==> src/rtl/ad_nios_counter_chain.sv <==
// ---------------------------------------------------------------------------
// ad_nios_counter_chain
//
// Chainable loadable counter slice. One WIDTH-bit register counts up or down.
// At the terminal count it either wraps (modulo) or holds (saturate). It also
// has a synchronous clear and load, and a combinational carry chain
// (cascin -> cascout) so that several slices can form a wider counter that
// advances on a single edge. A registered equality compare against
// cmp_value is also provided.
//
// Parameters
//   WIDTH        counter width in bits (1..32)
//   MAX_VALUE    terminal count in up mode (<= 2^WIDTH-1)
//   RESET_VALUE  value of q after reset
//   SATURATE     0 = wrap at terminal count, 1 = hold at terminal count
//
// Ports
//   clk        in   system clock, all state on the rising edge
//   reset_n    in   asynchronous active-low reset
//   ena        in   clock enable; low holds q and forces wrap to 0
//   cascin     in   count enable from the previous slice (tie 1 on first)
//   sclr       in   synchronous clear to 0 (highest priority)
//   sload      in   synchronous load of sdata
//   sdata      in   load value
//   updown     in   1 = count up, 0 = count down
//   cmp_value  in   compare reference
//   q          out  registered counter value
//   tc         out  terminal-count flag, combinational from q and updown
//   cascout    out  cascin & tc, feeds cascin of the next slice
//   wrap       out  one-cycle registered pulse after a wrap/saturate event
//   cmp_match  out  registered (q == cmp_value), lags q by one cycle
// ---------------------------------------------------------------------------
module ad_nios_counter_chain #(
    parameter int unsigned      WIDTH       = 16,
    parameter logic [WIDTH-1:0] MAX_VALUE   = {WIDTH{1'b1}},
    parameter logic [WIDTH-1:0] RESET_VALUE = '0,
    parameter bit               SATURATE    = 1'b0
) (
    input  logic             clk,
    input  logic             reset_n,
    input  logic             ena,
    input  logic             cascin,
    input  logic             sclr,
    input  logic             sload,
    input  logic [WIDTH-1:0] sdata,
    input  logic             updown,
    input  logic [WIDTH-1:0] cmp_value,
    output logic [WIDTH-1:0] q,
    output logic             tc,
    output logic             cascout,
    output logic             wrap,
    output logic             cmp_match
);

    localparam logic [WIDTH-1:0] ZERO = '0;
    localparam logic [WIDTH-1:0] ONE  = WIDTH'(1);

    if (WIDTH < 1 || WIDTH > 32) begin : g_bad_width
        $error("ad_nios_counter_chain: WIDTH must be in 1..32");
    end

    // One counting step. The MSB of the result flags a terminal event
    // (wrap or saturate). In up mode a value above MAX_VALUE, which can
    // only arrive through sload, is treated as terminal as well. The
    // increment cannot overflow, because it is only taken when
    // cur < MAX_VALUE <= 2^WIDTH-1.
    function automatic logic [WIDTH:0] count_step(
        input logic [WIDTH-1:0] cur,
        input logic             up
    );
        logic [WIDTH-1:0] nxt;
        logic             ev;
        nxt = cur;
        ev  = 1'b0;
        if (up) begin
            if (cur < MAX_VALUE) begin
                nxt = cur + ONE;
            end else begin
                ev  = 1'b1;
                nxt = SATURATE ? MAX_VALUE : ZERO;
            end
        end else begin
            if (cur != ZERO) begin
                nxt = cur - ONE;
            end else begin
                ev  = 1'b1;
                nxt = SATURATE ? ZERO : MAX_VALUE;
            end
        end
        return {ev, nxt};
    endfunction

    function automatic logic terminal(
        input logic [WIDTH-1:0] cur,
        input logic             up
    );
        return up ? (cur >= MAX_VALUE) : (cur == ZERO);
    endfunction

    logic [WIDTH-1:0] q_p1;
    logic             wrap_p1;
    logic             cmp_match_p1;

    logic [WIDTH:0]   step_p0;
    logic [WIDTH-1:0] q_nxt_p0;
    logic             wrap_nxt_p0;

    // Stage p0: next-state selection, priority sclr > sload > count
    always_comb begin
        step_p0     = count_step(q_p1, updown);
        q_nxt_p0    = q_p1;
        wrap_nxt_p0 = 1'b0;
        if (ena) begin
            if (sclr) begin
                q_nxt_p0 = ZERO;
            end else if (sload) begin
                q_nxt_p0 = sdata;
            end else if (cascin) begin
                q_nxt_p0    = step_p0[WIDTH-1:0];
                wrap_nxt_p0 = step_p0[WIDTH];
            end
        end
    end

    // Stage p1: registered counter, wrap pulse and compare.
    // The compare is clocked regardless of ena.
    always_ff @(posedge clk or negedge reset_n) begin
        if (!reset_n) begin
            q_p1         <= RESET_VALUE;
            wrap_p1      <= 1'b0;
            cmp_match_p1 <= 1'b0;
        end else begin
            q_p1         <= q_nxt_p0;
            wrap_p1      <= wrap_nxt_p0;
            cmp_match_p1 <= (q_p1 == cmp_value);
        end
    end

    assign q         = q_p1;
    assign wrap      = wrap_p1;
    assign cmp_match = cmp_match_p1;

    // tc and cascout stay combinational so that a chain of slices carries
    // through in the same cycle.
    assign tc      = terminal(q_p1, updown);
    assign cascout = cascin & tc;

endmodule
==> config.mk <==
export PLATFORM = sky130hd
export DESIGN_NAME = ad_nios_counter_chain
export DESIGN_NICKNAME = d
export VERILOG_FILES = /design/src/rtl/ad_nios_counter_chain.sv
export SDC_FILE = /design/constraint.sdc
export NUM_CORES = 1
export LEC_CHECK = 0
export BUFFER_PORTS_ARGS = -buffer_cell sky130_fd_sc_hd__buf_4
export CAP_MARGIN = 10
export CORE_MARGIN = 2
export CORE_UTILIZATION = 48
export CTS_BUF_LIST = sky130_fd_sc_hd__clkbuf_4 sky130_fd_sc_hd__clkbuf_8
export DETAILED_ROUTE_END_ITERATION = 7
export PLACE_DENSITY = 0.83
export REMOVE_ABC_BUFFERS = 1
export SYNTH_ARGS = -nofsm -noshare
export SYNTH_HDL_FRONTEND = slang
export SYNTH_SLANG_ARGS = --single-unit
==> constraint.sdc <==
create_clock -name clk -period 2.3 [get_ports clk]
set_clock_uncertainty 0.05 [all_clocks]
set_input_delay 0.46 -clock clk [delete_from_list [all_inputs] [get_ports clk]]
set_output_delay 0.46 -clock clk [all_outputs]
set_load 0.005 [all_outputs]
-- After elaboration in Yosys (flattened, before gate mapping)
Cells that the tools add are included.
- register bits: 18
- input bits: 39
- word-level logic and storage cells: 27
- add/subtract/negate cells: 2
- magnitude comparators: 2
- eq/ne operators: 1
- muxes and demuxes: 14
- bitwise logic cells: 1
- reductions and logical operators: 4
- operators with widths (operator ; count):
    $mux 16 ; 6
    $add 16x1->16 const B ; 1
    $eq 16x16->1 ; 1
    $ge 16x16->1 const B ; 1
    $logic_not 16->1 ; 1
    $lt 16x16->1 const B ; 1
    $reduce_bool 16->1 ; 1
    $sub 16x1->16 const B ; 1
    $mux 1 ; 8
    $reduce_bool 3->1 ; 1
    $reduce_and 2->1 ; 1
    $and 1x1->1 ; 1

-- Logic depth before layout (Yosys ltp)
Gate-level depths: netlist (run 1).
- depth after elaboration: 7
- mapped depth: 10

-- Worst setup path after synthesis (run 1)
No wires, ideal clock.
- path type: register to register
- from: register q_p1[0] (netlist: q[0])
- to: register q_p1[14] (netlist: q[14])
- arrival time: 2.251 ns
- required time: 2.120 ns
- slack: -0.130 ns
- stages on the path, launching flop included: 11
- period minus slack after synthesis: 2.430 ns
- cells stage by stage: dfrtp_1 -> clkbuf_1 -> inv_1 -> ha_1 -> or3b_2 -> clkbuf_1 -> nor4_1 -> nand2_1 -> xnor2_1 -> o221ai_1 -> nand3_1
- cells in the longest elaborated chain, start to end: 6
- elaborated cells on any way between the ends: 10
- RTL lines (what ; line ; RTL):
    from (decl) ; 100 ; logic [WIDTH-1:0] q_p1;
    from (signal assigned) ; 133 ; q_p1 <= q_nxt_p0;
    $sub 16x1->16, or another cell as far along ; 84 ; nxt = cur - ONE;
    $mux 16 (on tied branches) ; 83, 76 ;
    $mux 16 (*) ; 75 ; if (up) begin
    $mux 16 (*) ; 118 ; end else if (cascin) begin
    $mux 16 (*) ; 116 ; end else if (sload) begin
    $mux 16 (*) ; 114 ; if (sclr) begin
Every way passes the cells marked *; elsewhere a longest branch is shown, timed or not. The select of a mux whose other input is x is not followed.
A chain may end at the register's enable or synchronous reset.

-- Worst setup path after layout (run 1)
- from: register q_p1[0] (netlist: q[0])
- to: output port cascout
- cells in the longest elaborated chain, start to end: 3
- elaborated cells on any way between the ends: 4
- RTL lines (what ; line ; RTL):
    $ge 16x16->1 / $logic_not 16->1 (equally long branches) ; 97 ; return up ? (cur >= MAX_VALUE) : (cur == ZERO);
    $mux 1 (*) ; 97 ;
    $and 1x1->1 (*) ; 146 ; assign cascout = cascin & tc;
    to (decl) ; 50 ; output logic cascout,
Every way passes the cells marked *; elsewhere a longest branch is shown, timed or not.

==> results of run 1 <==
## stage by stage
| stage | setup WS (ps) | power (mW) |
|---|---|---|
| 5_1_grt | -160 | 1.43 |
| 6_report | -52.2 | 1.36 |
| 3_3_place_gp | 69.7 | 0.964 |
| 3_5_place_dp | 37.3 | 0.977 |
| 4_1_cts | -0.783 | 1.29 |
| 2_1_floorplan | 13.4 | 0.680 |
## area by class of cell
type | count | share of cell area
clock buffers | 4 | 0.0200
inverters | 7 | 0.0104
multi-input cells | 192 | 0.484
flip-flops and latches | 18 | 0.164
well taps | 48 | 0.0218
repair buffers | 109 | 0.300
## flip-flops by register name, summed over array words and instances, names as in the netlist
name	cells
wrap	1
cmp_match	1
q	16
## worst register-to-register path, stage by stage, from the launching register on
cell and delay (ps):
sky130_fd_sc_hd__dfrtp_2 450, sky130_fd_sc_hd__buf_4 160, sky130_fd_sc_hd__or4_4 410, sky130_fd_sc_hd__or4_4 440, sky130_fd_sc_hd__or3_4 350, sky130_fd_sc_hd__xnor2_2 130
sky130_fd_sc_hd__o21ai_1 130, sky130_fd_sc_hd__o21ai_1 70
## final timing paths
| check | cells past startpoint | slack (ps) | start | to |
|---|---|---|---|---|
| max in group asynchronous | 1 | 1970 | reset_n | q[0] |
| worst max-delay path | 9 | -50 | q[0] | cascout |
| min in group clk | 3 | 340 | sdata[2] | q[2] |
| worst min register to register | 2 | 640 | q[8] | q[8] |
| worst min-delay path | 1 | 10 | reset_n | q[5] |
| worst max register to register | 7 | 0 | q[0] | q[11] |
## cell families after synthesis
| group | after synthesis |
|---|---|
| flip-flops | 18 |
| buffers and inverters | 30 |
| AO/OA/AOI/OAI | 73 |
| adder cells (fa/ha/maj) | 3 |
| multiplexers | 1 |
| AND/OR/NAND/NOR | 90 |
| XOR/XNOR | 25 |
## timing repair
action,in CTS,in global routing
gates resized for setup,11,12
hold buffers,0,0
endpoints found under the hold margin,0,0
setup buffers,13,4
endpoints found under the setup margin,2,10
pin swaps,4,3
## metal layers
metal  track usage  vias to the layer above
li1              -                     1071
met1         0.400                     1071
met2         0.567                      202
met3        0.0582                       33
met4        0.0938                        0
met5             0                        -
## layout by cell type, fill, tap and decap left out, types with 2 or more instances in the layout
cell type / Yosys / routed
sky130_fd_sc_hd__nor2_2: 0 / 3
sky130_fd_sc_hd__nor4_1: 5 / 3
sky130_fd_sc_hd__or4_4: 2 / 2
sky130_fd_sc_hd__a221oi_1: 3 / 3
sky130_fd_sc_hd__a31oi_1: 2 / 2
sky130_fd_sc_hd__nand2_1: 24 / 24
sky130_fd_sc_hd__a32oi_1: 2 / 2
sky130_fd_sc_hd__and3_1: 4 / 4
sky130_fd_sc_hd__o41ai_1: 2 / 2
sky130_fd_sc_hd__a21oi_1: 12 / 12
sky130_fd_sc_hd__nor2b_1: 3 / 3
sky130_fd_sc_hd__o21ai_0: 21 / 20
sky130_fd_sc_hd__nor4_4: 0 / 2
sky130_fd_sc_hd__and2_1: 2 / 2
sky130_fd_sc_hd__buf_4: 0 / 107
sky130_fd_sc_hd__o211ai_1: 2 / 2
sky130_fd_sc_hd__a221o_1: 3 / 3
sky130_fd_sc_hd__buf_6: 2 / 2
sky130_fd_sc_hd__o21ai_1: 2 / 3
sky130_fd_sc_hd__inv_1: 6 / 4
sky130_fd_sc_hd__clkbuf_8: 0 / 4
sky130_fd_sc_hd__a22oi_1: 7 / 7
sky130_fd_sc_hd__nor2_1: 12 / 9
sky130_fd_sc_hd__dfrtp_1: 18 / 17
sky130_fd_sc_hd__nand3_1: 13 / 12
sky130_fd_sc_hd__o221ai_1: 2 / 2
sky130_fd_sc_hd__or2_2: 3 / 3
sky130_fd_sc_hd__xnor2_1: 22 / 22
sky130_fd_sc_hd__or3_1: 3 / 3
sky130_fd_sc_hd__xor2_1: 2 / 2
sky130_fd_sc_hd__nand4_1: 8 / 8
sky130_fd_sc_hd__a41oi_1: 2 / 2
sky130_fd_sc_hd__nor3_1: 6 / 5
## power by group through the flow
stage          registers, mW  clock network, mW  logic, mW
2_1_floorplan          0.421                  0      0.259
3_3_place_gp           0.374                  0      0.590
3_5_place_dp           0.377                  0      0.600
4_1_cts                0.371              0.271      0.646
5_1_grt                0.377              0.285      0.765
6_report               0.373              0.273      0.715
==> impl_metrics.tcl, run 1 <==
set metrics [dict create \
    min_period_over_period 1.02 \
    die-height_um 65.7 \
    top_post_synthesis_cells_by_area "sky130_fd_sc_hd__dfrtp_1 (25%), sky130_fd_sc_hd__xnor2_1 (11%), sky130_fd_sc_hd__o21ai_0 (5.8%)" \
    fp.dieW_um 65.7 \
    synth_top_family_by_area "compound AO/OA/AOI/OAI gates" \
    fin_worst_hold_slack_ps 12.8 \
    postSynthCellCount 240 \
    remaining_drc_errors 0 \
    power_density_over_the_cells_nw_per_um2 494 \
    pin_count 59 \
    crit_buf_inv 3 \
    grt_setup_unrepaired "true" \
    synth_common_cells "sky130_fd_sc_hd__nand2_1 (24), sky130_fd_sc_hd__xnor2_1 (22), sky130_fd_sc_hd__o21ai_0 (21), sky130_fd_sc_hd__clkbuf_1 (18), sky130_fd_sc_hd__dfrtp_1 (18)" \
    postSynth.asyncResetShare 1.00 \
    first_global_vias 2185 \
    setup.worst_path.end_class "primary output" \
    multi_input_comb_area_um2 1340 \
    leakage_nw 1.21 \
    crit_path_leading_delay_family "simple AND/OR/NAND/NOR gates" \
    met3WireLength_um 786 \
    grt-ovfl-total 0 \
    io_buffer_count 58 \
    detail_route.wirelength.met1_mm 2.56 \
    yosys_most_used_dff "sky130_fd_sc_hd__dfrtp_1" \
    synth.distinct_cells 52 \
    clkLatencyLatePin_ps 260 \
    dp_hpwl_mm 4.71 \
    power_frac_clock 0.201 \
    weighted_congestion_at_the_end_of_routability_driven_global_placement 0.971 \
    grt_pass1_wl_mm 10.7 \
    dpl.cell_count 357 \
    seq_area_um2 452 \
    tritoncts.num_buffers 3 \
    timing.final.setup_violations 2 \
    synth_largest_type_area_fraction 0.247 \
    finish.utilization 0.753 \
    synth.cell_area_um2 1830 \
    dr_total_vias 2377 \
    power.switching_uw 498 \
    drt-vias-per-instance 6.29 \
    synth_simple_gate_area_frac 0.258 \
    synthAdderAreaFrac 0.0206 \
    synthesis.area_per_instance_um2 7.61 \
    finalHoldViolations 0 \
    transition_time_at_the_pin_with_the_least_slew_margin_ps 676 \
    postLayoutSetupSlackWorst_ps -52.2 \
    setup.worst_path.class "flop to primary output" \
    yosys_warnings 0 \
    worstPathCellList "inv_4 > ha_4 > nor4b_4 > nand4_1 > nor2_2 > inv_1 > nand2_1 > and2_1 > buf_4" \
    max-clock-path-buffers 2 \
    drt-initial-drc-count 240 \
    placedInstanceArea_um2 2480 \
    drive_gt1_frac 0.421 \
    total_global_routing_track_utilization 0.323 \
    hold_path_class "input port to asynchronous set/reset pin" \
    number_of_enable_flip_flop_cells_after_synthesis 0 \
    grt_start_max_net_pins 25 \
    outcome "finished, violations left" \
    ir_drop_v 0.000292 \
    placementRows 22 \
    finalWorstPathRequiredPeriod_ps 2350 \
    p_comb_frac 0.525 \
    worst_setup_hold_path_clk_slew_ps 80 \
    violations "negative setup slack" \
    core_um2 3660 \
    synthXorXnorAreaFrac 0.124 \
    post-synth-top-count-cell "sky130_fd_sc_hd__nand2_1" \
    crit_arrival_ps 1840 \
    drt-wirelength-per-cell_um 18.2 \
    cell_taking_the_most_area_after_synthesis "sky130_fd_sc_hd__dfrtp_1" \
    drt_first_pass_iters 5 \
    dr_wl_met2_mm 3.25 \
    fin_setup_tns_ps -70.7 \
    final_area_um2 2760 \
    final.fill_count 261 \
    achievable_clock_frequency_mhz 425 \
    ys_seq_area_frac 0.247 \
    maxSlewViolCount 0 \
    timing.critical_path.required_ps 1790 \
    clk_root_buffer_cell "sky130_fd_sc_hd__clkbuf_8" \
    numClockSinks 18 \
    critPathMaxFanout 4 \
    internal-power_uw 864 \
    die_area_um2 4310 \
    initial_utilization 0.499 \
    synth-compound-area-share 0.272 \
    worst_setup_path_start_kind "flop" \
    final-instance-count-excl-fill 378 \
    antenna_found_initial 0 \
    switching_portion_of_total_power 0.365 \
    area_overhead_vs_synth_pct 51.0 \
    drv_cap 0 \
    htreeDepth 1 \
    critical_path.slowest_cell "sky130_fd_sc_hd__dfrtp_2" \
    maxSlewHeadroom 0.544 \
    synth.mux.area_fraction 0.00617 \
    critical_path.max_stage_delay_ps 450 \
    nNetsFinal 373 \
    sequentialPowerShare 0.274 \
    flip_flop_and_latch_count_after_synthesis 18 \
    top_layer "met4" \
    drt_wl_total_mm 6.87 \
    antenna_cells_inserted 0 \
    antenna_left 0 \
    tritoncts "done" \
]
Note: power is estimated with default switching activity, not from simulation.
==> run 2, diff against run 1 <==
Settings changed: CTS_CLUSTER_DIAMETER set to 120, MAX_ROUTING_LAYER set to met4.
==> run 2 against run 1 <==
The flow still finishes with violations (negative setup slack). Highest routed layer unchanged. First-iteration DRC count decreased by 16%. Sequential cell count unchanged. Cell count fell by 0.26%.
==> impl_metrics.tcl, run 2 (same netlist as run 1, synthesis figures left out) <==
set metrics [dict create \
    remaining_drc_errors 0 \
    final-instance-count-excl-fill 377 \
    nNetsFinal 372 \
    worst_setup_slack_before_clock_tree_synthesis_ps 43.0 \
    die-height_um 65.7 \
    worst_setup_hold_path_clk_slew_ps 80 \
    drt_first_pass_iters 5 \
    first_global_vias 2282 \
    drt_wl_total_mm 6.87 \
    crit_arrival_ps 2530 \
    ir_drop_v 0.000329 \
    worstSetupStartpoint "q[0]" \
    drive_gt1_frac 0.422 \
    grt_pass1_wl_mm 10.8 \
    worst_setup_path_start_kind "flop" \
    dpl.cell_count 358 \
    total_global_routing_track_utilization 0.336 \
    min_period_over_period 1.05 \
    grt_start_max_net_pins 25 \
    drv_cap 0 \
    power_mw 1.37 \
    largest_register_ffs 16 \
    r2r.worst_path.cells 8 \
    fp.dieW_um 65.7 \
    placementRows 22 \
    worstReg2RegEnd "q[11]" \
    initial_utilization 0.499 \
    weighted_congestion_at_the_end_of_routability_driven_global_placement 1.00 \
    setup.worst_path.end "q[11]" \
    maxSlewHeadroom 0.615 \
    die_area_um2 4310 \
    internal-power_uw 862 \
    finish.utilization 0.751 \
    drt-initial-drc-count 202 \
    antenna_cells_inserted 0 \
    critical_path.slowest_cell "sky130_fd_sc_hd__or4_4" \
    area_overhead_vs_synth_pct 50.5 \
    timing.final.setup_violations 4 \
    ctsHoldBuffers 0 \
    power_density_over_the_cells_nw_per_um2 497 \
    postLayoutSetupSlackWorst_ps -126 \
    achievable_clock_frequency_mhz 412 \
    drt-wirelength-per-cell_um 18.2 \
    outcome "finished, violations left" \
    grt_setup_unrepaired "true" \
    core_um2 3660 \
    drt-vias-per-instance 6.26 \
    layout.cells.most_common "sky130_fd_sc_hd__buf_4" \
    clkLatencyLatePin_ps 270 \
    rr_startpoint "q[0]" \
    antenna_found_initial 0 \
    r2r_slack_ps -130 \
    critPathMaxFanout 4 \
    leakage_nw 1.21 \
    tritoncts "done" \
    maxSlewViolCount 0 \
    pin_count 59 \
    clk_root_buffer_cell "sky130_fd_sc_hd__clkbuf_8" \
    finalWorstPathRequiredPeriod_ps 2430 \
    switching_portion_of_total_power 0.369 \
    fin_worst_hold_slack_ps 2.26 \
    timing.critical_path.required_ps 2400 \
    max-clock-path-buffers 2 \
    antenna_left 0 \
    power_frac_clock 0.209 \
    grt-ovfl-total 0 \
    htreeDepth 1 \
    sequentialPowerShare 0.271 \
    numClockSinks 18 \
    critical_path.max_stage_delay_ps 440 \
    violations "negative setup slack" \
    layout.cells.most_common_list "sky130_fd_sc_hd__buf_4 (105), sky130_fd_sc_hd__xnor2_1 (22), sky130_fd_sc_hd__nand2_1 (22)" \
    dp_hpwl_mm 4.53 \
    worstPathCellList "buf_4 > buf_4 > or4_4 > or4_4 > or3_4 > xnor2_2 > o21ai_1 > o21ai_1" \
    p_comb_frac 0.520 \
    power.switching_uw 504 \
    tritoncts.num_buffers 3 \
    io_buffer_count 58 \
    transition_time_at_the_pin_with_the_least_slew_margin_ps 570 \
    setup.worst_path.end_class "flop" \
    dr_total_vias 2361 \
    setup.worst_path.class "flop to flop" \
    finalHoldViolations 0 \
    hold_path_class "input port to asynchronous set/reset pin" \
]
==> run 2: area by class of cell <==
class,instances,area (um^2)
inverters,7,26.3
flip-flops and latches,18,450
well taps,48,60.1
multi-input cells,192,1330
fillers,278,913
repair buffers,108,822
clock buffers,4,55.1
==> run 2: power by group through the flow <==
stage | combinational [mW] | sequential (mW) | clock [mW]
detailed placement | 0.603 | 0.376 | 0
finish | 0.710 | 0.370 | 0.285
CTS | 0.647 | 0.368 | 0.275
floorplan | 0.259 | 0.421 | 0
global route | 0.763 | 0.374 | 0.305
global placement | 0.596 | 0.375 | 0
==> run 2: stage by stage <==
step,instance area [um^2],setup TNS [ps]
4_1_cts,2650,-110
5_1_grt,2750,-918
3_3_place_gp,2480,0
3_5_place_dp,2480,0
2_1_floorplan,1720,0
6_report,2750,-376
==> run 2: what timing repair did <==
action | in CTS | in global routing
pin swaps | 3 | 8
buffers inserted | 13 | 6
setup endpoints to repair | 2 | 15
gates resized for setup | 5 | 20
==> run 2: worst max-delay path: cells and delay by family (launching register included) <==
family / cells / cell delay [ps]
xor+xnor: 1 / 140
compound gates: 2 / 190
buf+inv: 2 / 290
flops: 1 / 430
simple gates: 3 / 1210
==> run 2: how the worst min path moves through the flow <==
stage | startpoint | endpoint | cells past startpoint | slack [ps]
finish | reset_n | q[5] | 1 | 2
global route | reset_n | q[5] | 1 | 10
CTS | reset_n | q[5] | 1 | 10
detailed placement | reset_n | q[5] | 1 | 300
global placement | reset_n | q[5] | 1 | 300
floorplan | reset_n | cmp_match | 0 | 110
==> run 2: per-layer routing <==
metal	share of wire	up-vias	global-route usage
met5	0	-	-
li1	-	1068	-
met3	0.11	41	0.0668
met1	0.39	1058	0.407
met2	0.46	194	0.530
met4	0.042	0	0.174
==> run 3, diff against run 2 <==
Settings changed: TNS_END_PERCENT set to 1.
==> run 3 against run 2 <==
The flow still finishes with violations (negative setup slack). Count of clock-buffer cells in the layout did not move. Routed wire length decreased by 0.42%. Core utilization fell by 0.068 points. Via count increased by 1.3%. Power down 0.28%. Cell count decreased by 0.27%. Register-to-register slack improved by 50 ps. Largest cell class unchanged.
==> impl_metrics.tcl, run 3 (same netlist as run 1, synthesis figures left out) <==
set metrics [dict create \
    outcome "finished, violations left" \
    violations "negative setup slack" \
    drt_first_pass_iters 5 \
    fin_setup_tns_ps -259 \
    final.fill_count 274 \
    r2r_slack_ps -80 \
    multi_input_comb_area_um2 1320 \
    htreeDepth 1 \
    grt_setup_unrepaired "true" \
    remaining_drc_errors 0 \
    placedInstanceArea_um2 2480 \
    drt-initial-drc-count 191 \
    clk_root_buffer_cell "sky130_fd_sc_hd__clkbuf_8" \
    drt-wirelength-per-cell_um 18.2 \
    r2r.worst_path.cells 7 \
    tritoncts.num_buffers 3 \
    grt-ovfl-total 0 \
    worst_setup_hold_path_clk_slew_ps 80 \
    dr_total_vias 2392 \
    io_buffer_count 58 \
    worst_setup_path_start_kind "flop" \
    placementRows 22 \
    layout.cells.most_common "sky130_fd_sc_hd__buf_4" \
    clkLatencyLatePin_ps 270 \
    tritoncts "done" \
    final_area_um2 2750 \
    maxSlewHeadroom 0.612 \
    transition_time_at_the_pin_with_the_least_slew_margin_ps 583 \
    ir_drop_v 0.000293 \
    max-clock-path-buffers 2 \
    timing.final.setup_violations 4 \
    antenna_found_initial 0 \
    grt_pass1_wl_mm 10.6 \
    postLayoutSetupSlackWorst_ps -95.1 \
    worstReg2RegEnd "q[11]" \
    critPathMaxFanout 4 \
    seq_area_um2 450 \
    power_density_over_the_cells_nw_per_um2 496 \
    initial_utilization 0.499 \
    drt_wl_total_mm 6.85 \
    numClockSinks 18 \
    leakage_nw 1.21 \
    setup.worst_path.end_class "primary output" \
    timing.critical_path.required_ps 1790 \
    antenna_cells_inserted 0 \
    achievable_clock_frequency_mhz 418 \
    weighted_congestion_at_the_end_of_routability_driven_global_placement 1.00 \
    largest_register_ffs 16 \
    dp_hpwl_mm 4.53 \
    layout.cells.most_common_list "sky130_fd_sc_hd__buf_4 (100), sky130_fd_sc_hd__nand2_1 (23), sky130_fd_sc_hd__xnor2_1 (22)" \
    worstSetupStartpoint "q[1]" \
    area_overhead_vs_synth_pct 50.4 \
    first_global_vias 2241 \
    hold_path_class "input port to asynchronous set/reset pin" \
    antenna_left 0 \
    core_um2 3660 \
    finalHoldViolations 0 \
    grt_start_max_net_pins 25 \
    fp.dieW_um 65.7 \
    pin_count 59 \
    drv_cap 0 \
    finish.utilization 0.750 \
    nNetsFinal 371 \
    drive_gt1_frac 0.421 \
    min_period_over_period 1.04 \
    maxSlewViolCount 0 \
    setup.worst_path.class "flop to primary output" \
    drt-vias-per-instance 6.36 \
    total_global_routing_track_utilization 0.327 \
    rr_startpoint "q[1]" \
    die_area_um2 4310 \
    crit_arrival_ps 1890 \
    finalWorstPathRequiredPeriod_ps 2400 \
    die-height_um 65.7 \
]
[run 3: per-layer routing]
metal,up-vias,part of all wire,track usage
li1,1076,-,-
met1,1060,0.38,0.407
met2,218,0.46,0.520
met3,38,0.12,0.0497
met4,0,0.038,0.154
met5,-,0,-
[run 3: cell type report]
cell class              instances  share of cell area
flip-flops and latches         18               0.164
inverters                       7             0.00957
repair buffers                107               0.302
multi-input cells             192               0.482
well taps                      48              0.0219
clock buffers                   4              0.0201
[run 3: timing repair]
item,in CTS,in global routing
endpoints found under the setup margin,2,11
hold buffers,0,0
gates resized for setup,4,23
setup buffers,10,4
pin swaps,2,8
[run 3: worst max-delay path by stage]
stage,to,slack [ps],depth (start not counted)
finish,cascout,-100,7
global route,cascout,-160,9
CTS,cascout,-60,9
detailed placement,q[14],40,9
global placement,q[11],70,6
floorplan,q[11],10,6
[run 3: metrics by stage]
step | setup WS (ps) | total power, mW | hold slack, ps | instances
3_3_place_gp | 65.3 | 0.971 | 298 | 358
3_5_place_dp | 43.0 | 0.979 | 299 | 358
5_1_grt | -158 | 1.44 | 19.5 | 376
6_report | -95.1 | 1.36 | 9.96 | 376
2_1_floorplan | 13.4 | 0.680 | 114 | 217
4_1_cts | -55.5 | 1.28 | 14.3 | 372
[run 3: power by group]
part           total [mW]  switching [mW]  internal (mW)
clock               0.278           0.125          0.153
combinational       0.714           0.350          0.364
sequential          0.371          0.0251          0.346
total                1.36           0.500          0.862
[run 3: worst max-delay path, cell delays in order (launching register included)]
cell and delay, ps:
sky130_fd_sc_hd__dfrtp_1 420, sky130_fd_sc_hd__ha_1 250, sky130_fd_sc_hd__nand3_2 150, sky130_fd_sc_hd__nor2_2 200, sky130_fd_sc_hd__nand4_1 250, sky130_fd_sc_hd__nand2_2 130, sky130_fd_sc_hd__and2_4 140, sky130_fd_sc_hd__buf_6 80
